===== src/rtl/mem_bus_arbiter_if.sv =====
// Two-requester memory bus bundle: requester-side request fields plus the
// shared bus, grant, done and error signals produced by mem_bus_arbiter.
interface mem_bus_arbiter_if;
   logic        req0;
   logic        we0;
   logic        cs0;
   logic        lock0;
   logic [31:0] addr0;
   logic [1:0]  size0;
   logic        req1;
   logic        we1;
   logic        cs1;
   logic        lock1;
   logic [31:0] addr1;
   logic [1:0]  size1;
   logic        grant0;
   logic        grant1;
   logic        done0;
   logic        done1;
   logic        err0;
   logic        err1;
   logic [31:0] mem_address;
   logic [1:0]  mem_size;
   logic        mem_read;
   logic        mem_write_en;
   logic        ram_sel;
   logic        rom_sel;
   logic        peri_sel;

   modport master (
      output req0, we0, cs0, lock0, addr0, size0,
      output req1, we1, cs1, lock1, addr1, size1,
      input  grant0, grant1, done0, done1, err0, err1,
      input  mem_address, mem_size, mem_read, mem_write_en,
      input  ram_sel, rom_sel, peri_sel
   );

   modport slave (
      input  req0, we0, cs0, lock0, addr0, size0,
      input  req1, we1, cs1, lock1, addr1, size1,
      output grant0, grant1, done0, done1, err0, err1,
      output mem_address, mem_size, mem_read, mem_write_en,
      output ram_sel, rom_sel, peri_sel
   );
endinterface


===== src/rtl/mem_bus_arbiter.sv =====
// Two-requester memory bus arbiter with lock chaining and RAM/ROM/GPIO decode.
// Define ARB_ROUND_ROBIN_EN for round-robin contention; default is fixed priority to requester 0.
module mem_bus_arbiter #(
   parameter int unsigned ACCESS_CYCLES    = 1,
   parameter int unsigned MAX_LOCK         = 4,
   parameter logic [31:0] GPIO_DIR_ADDRESS = 32'd254,
   parameter logic [31:0] GPIO_RW_ADDRESS  = 32'd255
) (
   input logic              clock,
   input logic              reset,
   mem_bus_arbiter_if.slave bus
);
   typedef enum logic {IDLE = 1'b0, BUSY = 1'b1} state_t;

   localparam int CNT_W   = 4;
   localparam int CHAIN_W = $clog2(MAX_LOCK + 1);

   state_t             state_r, state_s;
   logic               owner_r, owner_s;
   logic [CNT_W-1:0]   cnt_r, cnt_s;
   logic [CHAIN_W-1:0] chain_r, chain_s;
   logic               any_req_s, winner_s, busy_s, last_s;
   logic               own_req_s, own_lock_s, own_we_s, own_cs_s;
   logic [31:0]        own_addr_s;
   logic [1:0]         own_size_s;
   logic               peri_s, ram_s, rom_s;

   assign any_req_s = bus.req0 | bus.req1;
   assign busy_s    = (state_r == BUSY);
   assign last_s    = busy_s && (cnt_r == 4'd1);

`ifdef ARB_ROUND_ROBIN_EN
   logic prio_r;

   // Contention winner: the requester holding the priority pointer.
   always_comb begin
      if (bus.req0 && bus.req1) begin
         winner_s = prio_r;
      end else begin
         winner_s = ~bus.req0;
      end
   end

   // Priority pointer moves to the other requester on every fresh grant.
   always_ff @(posedge clock) begin
      if (reset) begin
         prio_r <= 1'b0;
      end else if (!busy_s && any_req_s) begin
         prio_r <= ~winner_s;
      end else begin
         prio_r <= prio_r;
      end
   end
`else
   // Fixed priority: requester 0 wins whenever it asks.
   always_comb begin
      if (bus.req0) begin
         winner_s = 1'b0;
      end else begin
         winner_s = 1'b1;
      end
   end
`endif

   // Route the owning requester's fields toward the shared bus.
   always_comb begin
      if (owner_r) begin
         own_req_s  = bus.req1;
         own_lock_s = bus.lock1;
         own_we_s   = bus.we1;
         own_cs_s   = bus.cs1;
         own_addr_s = bus.addr1;
         own_size_s = bus.size1;
      end else begin
         own_req_s  = bus.req0;
         own_lock_s = bus.lock0;
         own_we_s   = bus.we0;
         own_cs_s   = bus.cs0;
         own_addr_s = bus.addr0;
         own_size_s = bus.size0;
      end
   end

   // Target decode: the two GPIO registers override the RAM/ROM chip select.
   always_comb begin
      peri_s = 1'b0;
      ram_s  = 1'b0;
      rom_s  = 1'b0;
      if (busy_s) begin
         if ((own_addr_s == GPIO_DIR_ADDRESS) || (own_addr_s == GPIO_RW_ADDRESS)) begin
            peri_s = 1'b1;
         end else begin
            ram_s = own_cs_s;
            rom_s = ~own_cs_s;
         end
      end else begin
         peri_s = 1'b0;
      end
   end

   assign bus.grant0       = busy_s & ~owner_r;
   assign bus.grant1       = busy_s & owner_r;
   assign bus.done0        = last_s & ~owner_r;
   assign bus.done1        = last_s & owner_r;
   assign bus.err0         = last_s & ~owner_r & own_we_s & rom_s;
   assign bus.err1         = last_s & owner_r & own_we_s & rom_s;
   assign bus.mem_address  = busy_s ? own_addr_s : 32'd0;
   assign bus.mem_size     = busy_s ? own_size_s : 2'd0;
   assign bus.mem_read     = busy_s & ~own_we_s;
   assign bus.mem_write_en = busy_s & own_we_s & ~rom_s;
   assign bus.ram_sel      = ram_s;
   assign bus.rom_sel      = rom_s;
   assign bus.peri_sel     = peri_s;

   // Next state: grant from IDLE, count down the access, chain or release at the end.
   always_comb begin
      state_s = state_r;
      owner_s = owner_r;
      cnt_s   = cnt_r;
      chain_s = chain_r;
      case (state_r)
         IDLE: begin
            if (any_req_s) begin
               state_s = BUSY;
               owner_s = winner_s;
               cnt_s   = CNT_W'(ACCESS_CYCLES);
               chain_s = CHAIN_W'(1);
            end else begin
               chain_s = {CHAIN_W{1'b0}};
            end
         end
         BUSY: begin
            if (cnt_r == 4'd1) begin
               // chain_r counts accesses already made in this tenure
               if (own_lock_s && own_req_s && (chain_r < CHAIN_W'(MAX_LOCK))) begin
                  cnt_s   = CNT_W'(ACCESS_CYCLES);
                  chain_s = chain_r + CHAIN_W'(1);
               end else begin
                  state_s = IDLE;
                  cnt_s   = 4'd0;
                  chain_s = {CHAIN_W{1'b0}};
               end
            end else begin
               cnt_s = cnt_r - 4'd1;
            end
         end
         default: begin
            state_s = IDLE;
            cnt_s   = 4'd0;
            chain_s = {CHAIN_W{1'b0}};
         end
      endcase
   end

   // State register; reset aborts any access in flight.
   always_ff @(posedge clock) begin
      if (reset) begin
         state_r <= IDLE;
         owner_r <= 1'b0;
         cnt_r   <= 4'd0;
         chain_r <= {CHAIN_W{1'b0}};
      end else begin
         state_r <= state_s;
         owner_r <= owner_s;
         cnt_r   <= cnt_s;
         chain_r <= chain_s;
      end
   end
endmodule


===== src/flat_wrapper.sv =====
// flat-port wrapper written by rule: the top's interface ports become plain ports
module mem_bus_arbiter_flat 
#(
   parameter int unsigned ACCESS_CYCLES    = 1,
   parameter int unsigned MAX_LOCK         = 4,
   parameter logic [31:0] GPIO_DIR_ADDRESS = 32'd254,
   parameter logic [31:0] GPIO_RW_ADDRESS  = 32'd255
)
  (clock, reset, bus_req0, bus_we0, bus_cs0, bus_lock0, bus_addr0, bus_size0, bus_req1, bus_we1, bus_cs1, bus_lock1, bus_addr1, bus_size1, bus_grant0, bus_grant1, bus_done0, bus_done1, bus_err0, bus_err1, bus_mem_address, bus_mem_size, bus_mem_read, bus_mem_write_en, bus_ram_sel, bus_rom_sel, bus_peri_sel);
  mem_bus_arbiter_if bus_i ();
  input logic clock;
  input logic reset;
  input wire logic [$bits(bus_i.req0)-1:0] bus_req0;
  input wire logic [$bits(bus_i.we0)-1:0] bus_we0;
  input wire logic [$bits(bus_i.cs0)-1:0] bus_cs0;
  input wire logic [$bits(bus_i.lock0)-1:0] bus_lock0;
  input wire logic [$bits(bus_i.addr0)-1:0] bus_addr0;
  input wire logic [$bits(bus_i.size0)-1:0] bus_size0;
  input wire logic [$bits(bus_i.req1)-1:0] bus_req1;
  input wire logic [$bits(bus_i.we1)-1:0] bus_we1;
  input wire logic [$bits(bus_i.cs1)-1:0] bus_cs1;
  input wire logic [$bits(bus_i.lock1)-1:0] bus_lock1;
  input wire logic [$bits(bus_i.addr1)-1:0] bus_addr1;
  input wire logic [$bits(bus_i.size1)-1:0] bus_size1;
  output wire logic [$bits(bus_i.grant0)-1:0] bus_grant0;
  output wire logic [$bits(bus_i.grant1)-1:0] bus_grant1;
  output wire logic [$bits(bus_i.done0)-1:0] bus_done0;
  output wire logic [$bits(bus_i.done1)-1:0] bus_done1;
  output wire logic [$bits(bus_i.err0)-1:0] bus_err0;
  output wire logic [$bits(bus_i.err1)-1:0] bus_err1;
  output wire logic [$bits(bus_i.mem_address)-1:0] bus_mem_address;
  output wire logic [$bits(bus_i.mem_size)-1:0] bus_mem_size;
  output wire logic [$bits(bus_i.mem_read)-1:0] bus_mem_read;
  output wire logic [$bits(bus_i.mem_write_en)-1:0] bus_mem_write_en;
  output wire logic [$bits(bus_i.ram_sel)-1:0] bus_ram_sel;
  output wire logic [$bits(bus_i.rom_sel)-1:0] bus_rom_sel;
  output wire logic [$bits(bus_i.peri_sel)-1:0] bus_peri_sel;
  assign bus_i.req0 = bus_req0;
  assign bus_i.we0 = bus_we0;
  assign bus_i.cs0 = bus_cs0;
  assign bus_i.lock0 = bus_lock0;
  assign bus_i.addr0 = bus_addr0;
  assign bus_i.size0 = bus_size0;
  assign bus_i.req1 = bus_req1;
  assign bus_i.we1 = bus_we1;
  assign bus_i.cs1 = bus_cs1;
  assign bus_i.lock1 = bus_lock1;
  assign bus_i.addr1 = bus_addr1;
  assign bus_i.size1 = bus_size1;
  assign bus_grant0 = bus_i.grant0;
  assign bus_grant1 = bus_i.grant1;
  assign bus_done0 = bus_i.done0;
  assign bus_done1 = bus_i.done1;
  assign bus_err0 = bus_i.err0;
  assign bus_err1 = bus_i.err1;
  assign bus_mem_address = bus_i.mem_address;
  assign bus_mem_size = bus_i.mem_size;
  assign bus_mem_read = bus_i.mem_read;
  assign bus_mem_write_en = bus_i.mem_write_en;
  assign bus_ram_sel = bus_i.ram_sel;
  assign bus_rom_sel = bus_i.rom_sel;
  assign bus_peri_sel = bus_i.peri_sel;
  mem_bus_arbiter #(.ACCESS_CYCLES(ACCESS_CYCLES), .MAX_LOCK(MAX_LOCK), .GPIO_DIR_ADDRESS(GPIO_DIR_ADDRESS), .GPIO_RW_ADDRESS(GPIO_RW_ADDRESS)) u_core (.clock(clock), .reset(reset), .bus(bus_i));
endmodule

===== config.mk =====
export PLATFORM = sky130hd
export DESIGN_NAME = mem_bus_arbiter_flat
export DESIGN_NICKNAME = d
export VERILOG_FILES = /design/src/rtl/mem_bus_arbiter_if.sv /design/src/rtl/mem_bus_arbiter.sv /design/src/flat_wrapper.sv
export SDC_FILE = /design/constraint.sdc
export NUM_CORES = 1
export LEC_CHECK = 0
export ABC_AREA = 1
export CAP_MARGIN = 20
export CELL_PAD_IN_SITES_DETAIL_PLACEMENT = 0
export CELL_PAD_IN_SITES_GLOBAL_PLACEMENT = 1
export CORE_MARGIN = 3
export CORE_UTILIZATION = 17
export CTS_CLUSTER_DIAMETER = 100
export CTS_CLUSTER_SIZE = 12
export DETAILED_ROUTE_END_ITERATION = 16
export PLACE_DENSITY_LB_ADDON = 0.1
export SLEW_MARGIN = 20
export SYNTH_ARGS = -nofsm -noshare
export SYNTH_HDL_FRONTEND = slang
export SYNTH_SLANG_ARGS = --single-unit

===== constraint.sdc =====
create_clock -name clock -period 1.7 [get_ports clock]
set_clock_uncertainty 0.15 [all_clocks]
set_input_delay 0.34 -clock clock [delete_from_list [all_inputs] [get_ports clock]]
set_output_delay 0.34 -clock clock [all_outputs]
set_load 0.1 [all_outputs]

### After elaboration in Yosys (flattened, before gate mapping)

Index checks and enable logic that the tools add are counted.

| cells by class | value |
|---|---|
| add/subtract/negate cells | 2 |
| $lt $le $gt $ge | 1 |
| equal/unequal tests | 5 |
| multiplexer cells | 27 |
| bitwise gates (word level) | 17 |
| reductions and logical operators | 5 |

Operators with widths:

| cell | count |
|---|---|
| 32-bit by 8-bit == test with 1-bit output, second input constant | 2 |
| 32-bit two-way mux | 2 |
| 1-bit two-way mux | 16 |
| 1-bit AND | 11 |
| 4-bit two-way mux | 2 |
| 4-bit one-hot mux with 2 select lines | 1 |
| 3-bit two-way mux | 2 |
| 3-bit one-hot mux with 2 select lines | 1 |
| 1-bit inverter | 5 |
| 4-bit by 1-bit == test with 1-bit output, second input constant | 1 |
| 2-bit two-way mux | 2 |
| 4-bit by 1-bit subtractor with 4-bit output, second input constant | 1 |
| 3-bit by 1-bit adder with 3-bit output, second input constant | 1 |
| 1-bit logical AND | 3 |
| 3-bit less-than comparator, second input constant | 1 |
| 2-bit by 1-bit != test with 1-bit output, second input constant | 1 |
| 2-bit != test, second input constant | 1 |
| 1-bit one-hot mux with 2 select lines | 1 |
| 2-bit AND reduction | 1 |
| 1-bit logical OR | 1 |
| 1-bit OR | 1 |

| word-level totals | value |
|---|---|
| register bits after elaboration | 9 |
| input port bits | 78 |
| output and inout bits | 45 |

### Depth between registers and ports, before layout

Gate-level depths: netlist (run 1).

| depth | value |
|---|---|
| depth after elaboration | 7 |
| mapped depth | 11 |

### Worst setup path after synthesis (run 1)

No wires, ideal clock.

| timing | value |
|---|---|
| path type | register to output |
| start | register u_core.state_r, in the netlist u_core.busy_s |
| end | output bus_err0 |
| data arrival time | 4.274 ns |
| path slack | -3.064 ns |
| stages on the path, launching flop included | 6 |
| path buffers | 1 |
| path through | dfxtp_1 > inv_1 > clkbuf_1 > nor3_1 > nand2_1 > nor2_1 |

| between the ends | value |
|---|---|
| longest elaborated chain between the ends | 4 |

RTL lines:

| item | RTL line | source |
|---|---|---|
| from (decl) | mem_bus_arbiter.sv:18 | `state_t state_r, state_s;` |
| from (signal assigned) | mem_bus_arbiter.sv:163 | `state_r <= state_s;` |
| 1-bit logical AND | mem_bus_arbiter.sv:30 | `assign last_s = busy_s && (cnt_r == 4'd1);` |
| 1-bit AND | - |  |
| named net bus_done0 | flat_wrapper.sv:27 | `output wire logic [$bits(bus_i.done0)-1:0] bus_done0;` |
| 1-bit AND (2 in a row) | mem_bus_arbiter.sv:105 | `assign bus.err0 = last_s & ~owner_r & own_we_s & rom_s;` |
| to (decl) | flat_wrapper.sv:29 | `output wire logic [$bits(bus_i.err0)-1:0] bus_err0;` |

The timed path passes the listed nets, and every way through them passes these cells.

### Worst setup path after layout (run 1)

| timing | value |
|---|---|
| start | register u_core.owner_r |
| end | output bus_mem_write_en |

| between the ends | value |
|---|---|
| longest elaborated chain between the ends | 7 |

RTL lines:

| item | RTL line | source |
|---|---|---|
| from (decl) | mem_bus_arbiter.sv:19 | `logic owner_r, owner_s;` |
| from (signal assigned) | mem_bus_arbiter.sv:164 | `owner_r <= owner_s;` |
| 32-bit two-way mux | mem_bus_arbiter.sv:67 | `if (owner_r) begin` |
| 32-bit by 8-bit == test with 1-bit output | mem_bus_arbiter.sv:90 | `if ((own_addr_s == GPIO_DIR_ADDRESS) \|\| (own_addr_s == GPIO_RW_ADDRESS)) begin` |
| 1-bit logical OR | mem_bus_arbiter.sv:90 |  |
| 1-bit two-way mux | mem_bus_arbiter.sv:90 |  |
| 1-bit two-way mux | mem_bus_arbiter.sv:89 | `if (busy_s) begin` |
| 1-bit inverter | mem_bus_arbiter.sv:110 | `assign bus.mem_write_en = busy_s & own_we_s & ~rom_s;` |
| 1-bit AND (*) | mem_bus_arbiter.sv:110 |  |
| to (decl) | flat_wrapper.sv:34 | `output wire logic [$bits(bus_i.mem_write_en)-1:0] bus_mem_write_en;` |

Every way passes the cells marked *; elsewhere a longest branch is shown, timed or not.

==> run_results.csv, run 1 <==
group,metric,value,unit
run_status,status,"finished, violations left",
yosys,ys_top_cells_by_count,"nand2_1, inv_1, nor2_1",
finish,seq_area,189,µm²
timing,clock.fmax,411,MHz
pwr,peakVddDrop,0.000752,V
setup_path,path_max_fanout,8,
setup_path,worstSetupStartpointType,"register",
place,dpl_cell_area,4090,µm²
timing,period_needed,2430,ps
die,fp.dieArea,9610,µm²
setup_path,worst_ep_required_time,1210,ps
global_routing,grt.total_usage,14.1,%
clock_network,root_buffer,"clkbuf_8",
setup_path,cpPeakStageDelay,390,ps
global_routing,grt_pass1_vias,2420,
die,start_util,18.1,%
die,io_pins,123,
finish,n_antenna_cell,0,
setup_path,r2r_start,"u_core.owner_r$_SDFFE_PP0P_",
setup_path,rr_worst_depth,11,
timing,worstMarginPinSlew,306,ps
finish,drive_above_1_share,57.7,%
setup_path,arrival,1940,ps
setup_path,rr_endpoint,"u_core.cnt_r[0]$_SDFFE_PP0P_",
yosys,synth_cell_types,23,
finish,syn2layout_area_growth,252,%
clock_network,cts-buffers-inserted,3,
pwr,powerDensity,551,nW/µm²
finish,fin_area,5070,µm²
yosys,synth_fp_nets,392,
clock_network,clock-sinks,9,
pwr,p_leak,2.34,nW
global_routing,grt_overflow,0,
setup_path,path_common_cell,"nand2_2",
clock_network,clkLatencyLatePin,240,ps
yosys,async_reset_ff_share,0,%
detailed_routing,drc_errors,0,
yosys,yosysTopAreaCellShare,36.5,%
setup_path,cp_top_family,"simple AND/OR/NAND/NOR gates",
yosys,syn_area_per_cell,4.63,µm²
run_status,violations,"setup timing",
die,die_h,98.0,µm
global_routing,antenna_found_initial,0,
setup_path,startpoint,"u_core.owner_r$_SDFFE_PP0P_",
detailed_routing,via_per_inst,4.14,
setup_path,setup.worst_path.end,"bus_mem_write_en",
job,drv_cap,0,
detailed_routing,drt-pass1-iter-count,4,
place,dp_hpwl,5500,µm
die,die_x,98.0,µm
detailed_routing,first_iter_violations,19,
yosys,ys_seq_area_share,12.5,%
yosys,synth-edff-count,0,
setup_path,rrSetupSlack,-70,ps
detailed_routing,drt.antenna.violating_nets,0,
place,dp_slack,-765,ps
timing,slew_headroom,79.4,%
yosys,ys.warnings.count,0,
yosys,ys_seq_elements,9,
place,port_buffers,122,
setup_path,cp_cell_sequence,"buf_6 -> clkbuf_16 -> nand2_2 -> nand2_2 -> nand2_2 -> nor2_4 -> nand2_2 -> nor2_2 -> nand2_4 -> a21oi_4 -> buf_12",
setup_path,crit_slowest_cell,"dfxtp_4",
timing,hold_viol_final,0,
die,num_rows,32,
timing,period_share,143,%
yosys,syn_area,1440,µm²
detailed_routing,dr_total_vias,2507,
detailed_routing,avgRoutedWirePerCell,12.4,µm
setup_path,worst-path-stages,11,
clock_network,h-tree-depth,1,
timing,finalWorstSetupSlack,-733,ps
yosys,syn_inst,311,
global_routing,grt_pass1_wl,11300,µm
die,coreArea,7970,µm²
worst_hold_path,hp-class,"reg2reg",
finish,fin_nets,586,
timing,setup_violations,49,
setup_path,endpoint_kind,"primary output",
clock_network,clock_path_buffers,2,
global_routing,grt_max_degree,18,
yosys,yosysMostFrequentCell,"nand2_1",
clock_network,cts_tree,"built",
yosys,synth_area_leaders,"nand2_1, inv_1, nor2_1",
clock_network,cts.reportedPaths.clkPinSlew,50,ps
finish,fillers,696,
finish,multiInputGateArea,1810,µm²
setup_path,cp_num_buf_inv,3,
yosys,synth_top_flop_cell,"dfxtp_1",
timing,slew_violations,0,
place,gp_routability_congestion,0.758,
setup_path,crit_type,"reg2out",
timing,rsz0062_at_grt,"true",
yosys,synth_top_cell_by_area,"nand2_1",
detailed_routing,drt-total-wl,7530,µm
per-stage QoR:
step	instances	util, %	power [mW]	setup TNS (ps)	hold WS [ps]
floorplan	311	-	1.41	-5650	294
global placement	578	51.3	2.19	-9240	308
detailed placement	578	51.3	2.20	-9530	308
CTS	590	55.8	2.59	-10500	316
global route	606	63.6	2.92	-17590	342
finish	606	63.6	2.79	-15010	319
worst min path at each step:
stage | startpoint | to | slack (ps) | cells after the start
5_1_grt | u_core.cnt_r[3]$_SDFFE_PP0P_ | u_core.cnt_r[3]$_SDFFE_PP0P_ | 340 | 2
3_3_place_gp | u_core.cnt_r[3]$_SDFFE_PP0P_ | u_core.cnt_r[3]$_SDFFE_PP0P_ | 310 | 2
4_1_cts | u_core.cnt_r[3]$_SDFFE_PP0P_ | u_core.cnt_r[3]$_SDFFE_PP0P_ | 320 | 2
6_report | u_core.cnt_r[3]$_SDFFE_PP0P_ | u_core.cnt_r[3]$_SDFFE_PP0P_ | 320 | 2
3_5_place_dp | u_core.cnt_r[3]$_SDFFE_PP0P_ | u_core.cnt_r[3]$_SDFFE_PP0P_ | 310 | 2
2_1_floorplan | u_core.cnt_r[3]$_SDFFE_PP0P_ | u_core.cnt_r[3]$_SDFFE_PP0P_ | 290 | 2
cells in the final DEF (no fill, tap or decap), types with 4 or more instances in the layout:
master,n
nor2_4,37
clkbuf_16,4
a21oi_4,8
inv_2,4
a21oi_1,5
buf_6,31
nor2_2,5
buf_12,55
nand2_2,68
clkdlybuf4s50_1,71
buf_4,29
dfxtp_1,6
nand2_1,46
nand2_4,24
nor2_1,10
inv_1,53
per-layer routing:
| layer | track usage, % | up-vias | routed length [µm] |
|---|---|---|---|
| met5 | 0 | - | 0 |
| met4 | 2.66 | 0 | 108 |
| met3 | 2.14 | 8 | 320 |
| met2 | 26.9 | 60 | 4200 |
| met1 | 16.6 | 1136 | 2900 |
| li1 | - | 1303 | - |
cell type report:
cell class                 count  share of cell area [%]
sequential                     9                    3.73
inverter                      61                    4.96
tap                          102                    2.52
timing repair buffer         201                    52.2
clock buffer                   4                   0.888
multi-input combinational    229                    35.7
power breakdown:
part	internal (mW)	switching (mW)
Clock	0.164	0.0894
Sequential	0.228	0.0206
Combinational	1.01	1.28
sequential cells by signal, summed over array words and instances (netlist names):
name and flops:
u_core.chain_r 3, u_core.busy_s 1, u_core.cnt_r 4, u_core.owner_r 1
kinds of logic after synthesis:
logic type / after synthesis / share of synthesized area, %
AOI/OAI and AO/OA: 25 / 10.3
DFF: 9 / 12.5
adders and majority gates: 3 / 2.61
buffers and inverters: 73 / 20.7
xor gates and xnor gates: 1 / 0.608
and+or+nand+nor: 200 / 53.3
worst reg2reg max path: cells and delay by family (launching register included):
kind / cells / cell delay (ps)
and+or+nand+nor: 4 / 290
DFF: 1 / 370
buffers and inverters: 5 / 650
AOI/OAI and AO/OA: 2 / 180
timing repair:
| item | CTS | global route |
|---|---|---|
| hold buffers | 0 | 0 |
| buffers inserted | 6 | 16 |
| gates resized for setup | 72 | 122 |
| pin swaps | 35 | 50 |
| setup endpoints to repair | 45 | 45 |
| cloned | 2 | 4 |
(Power assumes the default switching activity.)
==> inputs of run 2 (changes only) <==
Settings changed: CELL_PAD_IN_SITES_DETAIL_PLACEMENT 0 to default, CELL_PAD_IN_SITES_GLOBAL_PLACEMENT 1 to default, CORE_UTILIZATION 17 to 29, PLACE_DENSITY from default to 0.77, PLACE_DENSITY_LB_ADDON 0.1 to default.
==> run_results.csv, run 2 <==
group,metric,value,unit
yosys,ys_seq_elements,9,
clock_network,h-tree-depth,1,
place,dpl_cell_area,3990,µm²
yosys,async_reset_ff_share,0,%
place,dp_hpwl,6210,µm
yosys,yosysMostFrequentCell,"nand2_1",
yosys,syn_inst,311,
place,port_buffers,122,
clock_network,clock_path_buffers,2,
die,num_rows,25,
yosys,ys.warnings.count,0,
die,die_x,76.5,µm
yosys,syn_area,1440,µm²
yosys,synth-edff-count,0,
clock_network,root_buffer,"clkbuf_8",
run_status,status,"aborted with a tool error",
yosys,ys_seq_area_share,12.5,%
run_status,stop_stage,"global routing (5_1_grt)",
yosys,syn_area_per_cell,4.63,µm²
yosys,synth_top_flop_cell,"dfxtp_1",
global_routing,grt_max_degree,19,
die,io_pins,123,
yosys,synth_cell_types,23,
die,die_h,76.5,µm
yosys,synth_area_leaders,"nand2_1, inv_1, nor2_1",
timing,worstEpCategory,"output port",
yosys,synth_top_cell_by_area,"nand2_1",
yosys,yosysTopAreaCellShare,36.5,%
place,dp_slack,-789,ps
run_status,error,"[ERROR DPL-0038] Utilization greater than 100%, impossible to legalize",
clock_network,cts-buffers-inserted,3,
timing,worstEndpointGrtRepair,"bus_rom_sel",
yosys,ys_top_cells_by_count,"nand2_1, inv_1, nor2_1",
clock_network,clock-sinks,9,
yosys,synth_fp_nets,392,
place,gp_routability_congestion,0.886,
die,start_util,30.3,%
[run 2: timing repair]
item	4_1_cts
setup buffers	11
setup endpoints to repair	45
resized for setup	101
cloned	4
pin swaps	45
hold buffers	0
[run 2: logic make-up after synthesis]
family	synth area share, %
AOI/OAI and AO/OA	10.3
DFF	12.5
and+or+nand+nor	53.3
adders and majority gates	2.61
xor gates and xnor gates	0.608
buffers and inverters	20.7
[run 2: stage by stage]
step	instances	setup TNS (ps)
detailed placement	537	-10600
global placement	537	-9110
floorplan	311	-5650
CTS	552	-13420
==> inputs of run 3 (changes only) <==
Settings changed: CORE_UTILIZATION 29 to 20, CTS_CLUSTER_DIAMETER 100 to default, CTS_CLUSTER_SIZE 12 to default, PLACE_DENSITY 0.77 to default, PLACE_DENSITY_LB_ADDON from default to 0.15.
Clock period 1.7 ns to 2.2 ns, I/O delays scaled along.
==> run_results.csv, run 3 (synthesized netlist as in run 1, its figures left out) <==
group,metric,value,unit
finish,largest_reg_flops,4,
finish,fin_area,4600,µm²
detailed_routing,first_iter_violations,44,
run_status,status,"finished, violations left",
clock_network,cts-buffers-inserted,3,
place,dpl_cell_area,3910,µm²
timing,period_share,115,%
die,num_rows,30,
setup_path,path_max_fanout,3,
finish,regMostFlops,"u_core.cnt_r",
finish,syn2layout_area_growth,219,%
clock_network,cts_tree,"built",
global_routing,grt.total_usage,17.8,%
place,gp_routability_congestion,0.809,
detailed_routing,drt-pass1-iter-count,4,
global_routing,grt_pass1_wl,12200,µm
die,start_util,21.0,%
clock_network,h-tree-depth,1,
detailed_routing,avgRoutedWirePerCell,12.5,µm
setup_path,worstSetupStartpointType,"primary input",
pwr,peakVddDrop,0.000318,V
timing,clock.fmax,395,MHz
timing,slew_headroom,62.2,%
timing,hold_viol_final,0,
detailed_routing,drc_errors,0,
finish,final_common_cell,"nand2_1",
clock_network,root_buffer,"clkbuf_8",
timing,worstMarginPinSlew,567,ps
finish,n_antenna_cell,0,
timing,finalSetupTns,-2520,ps
die,fp.dieArea,8250,µm²
run_status,violations,"setup timing",
pwr,powerDensity,438,nW/µm²
die,io_pins,123,
detailed_routing,via_per_inst,4.20,
die,die_x,90.9,µm
clock_network,clkLatencyLatePin,240,ps
finish,reg_top3,"u_core.cnt_r: 4 flops, u_core.chain_r: 3 flops",
detailed_routing,dr_total_vias,2582,
timing,finalWorstSetupSlack,-333,ps
clock_network,clock_path_buffers,2,
job,drv_cap,0,
setup_path,worst_ep_required_time,1610,ps
pwr,p_leak,2.24,nW
timing,setup_violations,14,
place,dp_slack,-418,ps
global_routing,grt_pass1_vias,2576,
detailed_routing,drt.antenna.violating_nets,0,
global_routing,grt_overflow,0,
global_routing,antenna_found_initial,0,
place,port_buffers,122,
setup_path,endpoint_kind,"primary output",
clock_network,clock-sinks,9,
clock_network,cts.reportedPaths.clkPinSlew,50,ps
finish,final_cell_mix,"nand2_1, buf_4, inv_1",
global_routing,grt_max_degree,21,
die,coreArea,6870,µm²
finish,drive_above_1_share,50.1,%
setup_path,arrival,1940,ps
timing,rsz0062_at_grt,"true",
die,die_h,90.9,µm
timing,period_needed,2530,ps
place,dp_hpwl,5460,µm
setup_path,crit_type,"in2out",
finish,fin_nets,601,
worst_hold_path,hp-class,"reg2reg",
timing,slew_violations,0,
detailed_routing,drt-total-wl,7720,µm
## run 3: metal layers
layer	global-route usage (%)	part of all wire (%)
met3	3.25	5.7
met5	0	0
met4	4.40	1.6
met2	33.7	54
met1	20.3	39
## run 3: area by class of cell
| class | count | area, µm² |
|---|---|---|
| Tap cell | 96 | 120 |
| Clock buffer | 4 | 45.0 |
| Sequential cell | 9 | 185 |
| Inverter | 61 | 245 |
| Fill cell | 578 | 2270 |
| Multi-Input combinational cell | 229 | 1570 |
| Timing Repair Buffer | 216 | 2440 |
## run 3: power by group
part / internal, mW / total, mW / switching, mW
sequential: 0.176 / 0.186 / 0.0102
combinational: 0.685 / 1.63 / 0.949
clock: 0.127 / 0.196 / 0.0696
## run 3: worst max-delay path: stages
cell and delay (ps):
clkdlybuf4s50_1 390, inv_1 70, nand2_2 60, nand2_2 90, nand2_2 80, nor2_4 130
nand2_2 60, nor2_2 110, nand2_2 110, nand2_4 130, clkinvlp_4 110, buf_12 170
## run 3: repair_timing
item / 4_1_cts / 5_1_grt
hold buffers: 0 / 0
setup buffers: 47 / 5
gates resized for setup: 67 / 68
cloned: 1 / 1
pin swaps: 57 / 34
setup endpoints to repair: 9 / 21
## run 3: worst paths after layout
kind / slack, ps / endpoint / from / cells past startpoint
max: -330 / bus_rom_sel / bus_addr1[10] / 12
min: 320 / u_core.cnt_r[3]$_SDFFE_PP0P_ / u_core.cnt_r[3]$_SDFFE_PP0P_ / 2
max reg2reg: 680 / u_core.chain_r[2]$_SDFFE_PP0P_ / u_core.owner_r$_SDFFE_PP0P_ / 8
min reg2reg: 320 / u_core.cnt_r[3]$_SDFFE_PP0P_ / u_core.cnt_r[3]$_SDFFE_PP0P_ / 2
## run 3: through the flow
stage	power, mW	util [%]	hold WS (ps)	std cells
3_3_place_gp	1.63	56.9	307	564
5_1_grt	2.12	67.0	339	615
4_1_cts	1.96	63.6	319	616
3_5_place_dp	1.64	56.9	312	564
2_1_floorplan	1.05	-	294	311
6_report	2.02	67.0	319	615
